File: config.mk
export PLATFORM = sky130hd
export DESIGN_NAME = accel_ctrl
export DESIGN_NICKNAME = d
export VERILOG_FILES = /design/src/rtl/accel_ctrl.sv
export SDC_FILE = /design/constraint.sdc
export NUM_CORES = 1
export LEC_CHECK = 0
export CAP_MARGIN = 40
export CORE_AREA = 8 8 530 532
export DETAILED_ROUTE_END_ITERATION = 12
export DIE_AREA = 0 0 538 540
export SLEW_MARGIN = 20
export SYNTH_ARGS = -nofsm -noshare
export SYNTH_HDL_FRONTEND = slang
export SYNTH_SLANG_ARGS = --single-unit
File: constraint.sdc
create_clock -name clk -period 3.7 [get_ports clk]
set_clock_uncertainty 0.2 [all_clocks]
set_input_delay 0.555 -clock clk [delete_from_list [all_inputs] [get_ports clk]]
set_output_delay 0.555 -clock clk [all_outputs]
set_load 0.005 [all_outputs]
File: src/rtl/accel_ctrl.sv
// accel_ctrl: snoops CPU writes to a command address and sequences one
// hash job: fetch a 64-byte block, hand it to the hash core, write the
// 256-bit digest back as eight 32-bit words, then write a status word.
// All outputs are registered and cleared asynchronously by rst_n.
module accel_ctrl #(
  parameter logic [15:0] CMD_ADDR  = 16'hFF00,
  parameter logic [15:0] STAT_ADDR = 16'hFF04,
  parameter int          RD_LAT    = 1
) (
  input  logic         clk,
  input  logic         rst_n,
  input  logic         cpu_wrt_en,
  input  logic [15:0]  cpu_addr,
  input  logic [31:0]  cpu_wrt_data,
  input  logic [511:0] accel_rd_data,
  output logic [15:0]  accel_addr,
  output logic [31:0]  accel_wrt_data,
  output logic         accel_wrt_en,
  output logic [511:0] hash_block,
  output logic         hash_start,
  input  logic         hash_done,
  input  logic [255:0] hash_digest,
  output logic         busy
);

  typedef enum logic [2:0] {
    IDLE   = 3'd0,
    FETCH  = 3'd1,
    HASH   = 3'd2,
    WRITE  = 3'd3,
    STATUS = 3'd4
  } state_t;

  state_t         state;
  logic [15:0]    dst;
  logic [255:0]   digest;
  logic [2:0]     cnt;
  logic           ovr;
  logic           cmd_hit;

  // Word idx of the digest, most significant word first.
  function automatic logic [31:0] digest_word(input logic [255:0] d,
                                              input logic [2:0]   idx);
    logic [255:0] sh;
    sh = d << {idx, 5'b00000};
    return sh[255:224];
  endfunction

  // A snooped CPU write to the command address.
  assign cmd_hit = cpu_wrt_en && (cpu_addr == CMD_ADDR);

  // Command sequencer: state, job registers and all registered outputs.
  always_ff @(posedge clk or negedge rst_n) begin
    if (!rst_n) begin
      state          <= IDLE;
      dst            <= 16'h0000;
      digest         <= 256'h0;
      cnt            <= 3'd0;
      ovr            <= 1'b0;
      busy           <= 1'b0;
      hash_start     <= 1'b0;
      hash_block     <= 512'h0;
      accel_addr     <= 16'h0000;
      accel_wrt_data <= 32'h0000_0000;
      accel_wrt_en   <= 1'b0;
    end else begin
      hash_start <= 1'b0;
      case (state)
        IDLE: begin
          accel_addr     <= 16'h0000;
          accel_wrt_data <= 32'h0000_0000;
          accel_wrt_en   <= 1'b0;
          if (cmd_hit) begin
            dst        <= cpu_wrt_data[31:16];
            accel_addr <= cpu_wrt_data[15:0];
            cnt        <= 3'd0;
            busy       <= 1'b1;
            state      <= FETCH;
          end else begin
            busy <= 1'b0;
          end
        end
        FETCH: begin
          if (cmd_hit) ovr <= 1'b1;
          if (cnt == 3'(RD_LAT - 1)) begin
            hash_block <= accel_rd_data;
            hash_start <= 1'b1;
            accel_addr <= 16'h0000;
            state      <= HASH;
          end else begin
            cnt <= cnt + 3'd1;
          end
        end
        HASH: begin
          if (cmd_hit) ovr <= 1'b1;
          // A done pulse in the start cycle belongs to no job of ours.
          if (hash_done && !hash_start) begin
            digest         <= hash_digest;
            accel_wrt_en   <= 1'b1;
            accel_addr     <= dst;
            accel_wrt_data <= hash_digest[255:224];
            cnt            <= 3'd0;
            state          <= WRITE;
          end else begin
            accel_wrt_en <= 1'b0;
          end
        end
        WRITE: begin
          if (cnt == 3'd7) begin
            // Status captures any overrun snooped up to and including now.
            accel_addr     <= STAT_ADDR;
            accel_wrt_data <= {30'h0, (ovr | cmd_hit), 1'b1};
            ovr            <= ovr | cmd_hit;
            state          <= STATUS;
          end else begin
            if (cmd_hit) ovr <= 1'b1;
            accel_addr     <= accel_addr + 16'd4;
            accel_wrt_data <= digest_word(digest, cnt + 3'd1);
            cnt            <= cnt + 3'd1;
          end
        end
        STATUS: begin
          // The status word reported ovr; only a command dropped right now survives.
          ovr            <= cmd_hit;
          accel_addr     <= 16'h0000;
          accel_wrt_data <= 32'h0000_0000;
          accel_wrt_en   <= 1'b0;
          busy           <= 1'b0;
          state          <= IDLE;
        end
        default: begin
          accel_addr     <= 16'h0000;
          accel_wrt_data <= 32'h0000_0000;
          accel_wrt_en   <= 1'b0;
          busy           <= 1'b0;
          state          <= IDLE;
        end
      endcase
    end
  end

endmodule

==> parameters.txt <==
Parameter                              Value

Setup path
  Maximum fanout along the worst path ... 45
  Type of origin of the critical path ... flip-flop
  Critical R2R Capture ... digest[71]$_DFFE_PN0P_
  Reg-to-reg setup timing slack ... 0.78 ns
  Crit path capture ... digest[71]$_DFFE_PN0P_
  Crit Reg-Reg Startpoint ... state[2]$_DFFE_PN0P_
  Arrival time worst endpoint ... 3.38 ns
  Critical path type ... flip-flop to flip-flop
  Worst Path Required ... 4.16 ns
  Worst Reg-to-Reg Cells ... 5
  Worst setup startpoint ... state[2]$_DFFE_PN0P_
  CP Capture Type ... flip-flop

Floorplan
  Die Width ... 538 um
  Number of top-level pins ... 1383
  Die H ... 540 um
  Number of rows in the core area ... 192
  Effective utilization at floorplan ... 12.4%
  Area of the core ... 272000 um2
  Total die area ... 291000 um2

Drt
  Routed Wire Length ... 211000 um
  Detailed-routing iteration count for the pre-antenna-repair pass ... 5
  Number of design-rule violations left by the first detailed-router iteration ... 1200
  WL/cell ... 29.4 um
  DR vias ... 24800
  Ratio of routed vias to standard cells ... 3.46
  Number of nets still failing antenna checks after routing ... 0
  Number of DRC violations after detailed routing ... 0

Final layout
  Share of post-route cells with drive strength above 1 ... 28.6%
  Share of the core filled with cells ... 20.5%
  Area Overhead vs Synth ... 65.5%
  Finished Layout Cells ... 7180
  Layout Nets ... 4329

Timing
  Count of pins over their slew limit ... 0
  Fin worst setup slack ... 0.784 ns
  Endpoints failing setup ... 0
  Post-Route Setup TNS ... 0 ns
  Remaining max-slew budget at the tightest pin ... 34.2%
  Final Critical Period ... 2.92 ns
  Unrepaired setup endpoints after global routing ... no
  Slew at the pin with the worst max-slew slack ... 0.987 ns
  Share of the clock period used by the worst path ... 78.8%
  Final Hold Viols ... 0
  Max Clk Rate ... 343 MHz

Synthesis
  Sequential fraction of the synthesis area ... 62.5%
  Count of flip-flops with a built-in enable after synthesis ... 0
  Post-synth top cells ... sky130_fd_sc_hd__dfrtp_1, sky130_fd_sc_hd__mux2_2, sky130_fd_sc_hd__buf_2
  Fraction of synthesized cell area taken by the top area cell type ... 62.5%
  Synthesized Nets ... 2887
  Syn Area/Cell ... 16.3 um2
  Ys Warns ... 0
  Cell variety after synth ... 50
  Syn Inst Count ... 2063
  Primary flip-flop cell chosen by synthesis mapping ... sky130_fd_sc_hd__dfrtp_1
  Top cell type by total area after synthesis ... sky130_fd_sc_hd__dfrtp_1
  Dominant cell by count in the synthesized netlist ... sky130_fd_sc_hd__dfrtp_1
  Leading cell types by total area after synthesis ... sky130_fd_sc_hd__dfrtp_1, sky130_fd_sc_hd__mux2_2, sky130_fd_sc_hd__mux4_2, sky130_fd_sc_hd__mux2_1, sky130_fd_sc_hd__buf_2
  Post-synthesis register bit count ... 842
  Area of the mapped netlist ... 33700 um2
  Async set-reset flop share out of synthesis ... 100%

Clock tree
  TritonCTS clock tree ... done
  Total of cells resized after clock tree synthesis ... 0
  Number of buffers inserted during clock tree synthesis ... 103
  CTS max path bufs ... 4
  CTS sink cnt ... 842
  Library cell used as clock root buffer ... sky130_fd_sc_hd__clkbuf_16
  Source-to-sink clock delay at the later pin of the worst-skew pair ... 0.81 ns
  Clock-pin transition on the worst setup and hold timing paths ... 0.06 ns
  Number of levels in the clock H-tree ... 3

Global route
  Number of antenna violations at the first check in global routing ... 89
  Tot GR Track Use ... 13.8%
  Via count of the first global-routing pass ... 26900
  Remaining global-route overflow ... 0
  Largest net degree at the start of global routing ... 73
  First-pass GRT wire length ... 272000 um

Placed design
  Total half-perimeter wirelength after legalization and detailed placement ... 180000 um
  Global placement routability congestion ... 0.917
  Total placed cells including tap cells ... 6988
  Input/output buffers ... 1382
  Worst setup slack before clock tree synthesis ... 0.790 ns

Pwr
  Leakage ... 0.0239 uW
  Cell area power density ... 382 nW/um2
  Overall power of the completed layout ... 21300 uW
  Maximum ir drop on the vdd rail ... 0.300 mV

Outcome
  Outcome ... finished clean

Hold path
  Path type of the worst min-delay path ... input port to flip-flop

Flow run
  Number of maximum-capacitance violations ... 0
## routing by layer
| metal | share of wire, % | wire, um | up-vias | track usage (%) |
|---|---|---|---|---|
| li1 | - | - | 10500 | - |
| met1 | 40 | 83500 | 12800 | 16.3 |
| met2 | 47 | 99800 | 1189 | 23.3 |
| met3 | 11 | 23200 | 274 | 6.43 |
| met4 | 2.0 | 4230 | 64 | 2.59 |
| met5 | 0.20 | 418 | - | 0 |
## where the power goes
group	internal (uW)	leakage (uW)	total, uW	switching [uW]
Clock	6150	0.00167	10300	4180
Combinational	986	0.0108	1550	564
Sequential	9350	0.0115	9440	83.8
## sequential cells by signal, indices dropped and copies added, names as in the netlist
register,count
accel_wrt_en,1
hash_start,1
cnt,3
hash_block,512
digest,256
dst,16
accel_addr,16
busy,1
accel_wrt_data,32
ovr,1
state,3
## worst min-delay path by stage
| stage | start | endpoint | slack (ns) | cells past startpoint |
|---|---|---|---|---|
| floorplan | rst_n | accel_addr[0]$_DFFE_PN0P_ | 0.06 | 0 |
| global placement | digest[249]$_DFFE_PN0P_ | digest[249]$_DFFE_PN0P_ | 0.26 | 1 |
| detailed placement | digest[191]$_DFFE_PN0P_ | digest[191]$_DFFE_PN0P_ | 0.27 | 1 |
| CTS | accel_rd_data[305] | hash_block[305]$_DFFE_PN0P_ | 0.05 | 2 |
| global route | accel_rd_data[32] | hash_block[32]$_DFFE_PN0P_ | 0.08 | 2 |
| finish | accel_rd_data[66] | hash_block[66]$_DFFE_PN0P_ | 0.17 | 2 |
## cells by family after synthesis
logic type               synth area share (%)
multiplexers                             31.4
XOR/XNOR                                0.182
AO/OA/AOI/OAI                            2.47
adder cells (fa/ha/maj)                 0.149
flip-flops                               62.5
buffers and inverters                    2.08
AND/OR/NAND/NOR                          1.17
## placed cells by master, fill, tap and decap left out, drive strengths merged, types with 13 or more instances in the layout
master         netlist  final
dfrtp              842    842
o21ai               43     43
mux4                63     63
a22oi               32     32
diode                0     14
buf                108     77
clkinv               0     17
mux2i               33     33
nor2                14     14
clkbuf              14    149
inv                 10     13
clkdlybuf4s50        0   1381
nand2               22     22
mux2               784    784
## critical path, stage by stage, from the launching register on
cell and delay (ns):
sky130_fd_sc_hd__dfrtp_1 0.62, sky130_fd_sc_hd__or3b_1 0.53, sky130_fd_sc_hd__nor2_4 0.22, sky130_fd_sc_hd__buf_12 0.27, sky130_fd_sc_hd__buf_4 0.42, sky130_fd_sc_hd__mux2_2 0.40
## timing repair
item	4_1_cts	5_1_grt
endpoints found under the hold margin	33	0
buffers inserted	0	0
hold buffers	1	0
## layout make-up
class	instances	area (um2)
diodes	14	35.0
clock buffers	149	3000
clock inverters	28	380
fillers	29100	217000
inverters	10	37.5
multi-input cells	1089	12000
flip-flops and latches	842	21100
well taps	3589	4490
repair buffers	1459	14800
## metrics by stage
| step | area (um2) | hold slack [ns] |
|---|---|---|
| 2_1_floorplan | 33700 | 0.0594 |
| 3_3_place_gp | 52300 | 0.264 |
| 3_5_place_dp | 52300 | 0.274 |
| 4_1_cts | 55700 | 0.0532 |
| 5_1_grt | 55700 | 0.0767 |
| 6_report | 55700 | 0.165 |
No activity file was read; power rests on OpenSTA's default activity.
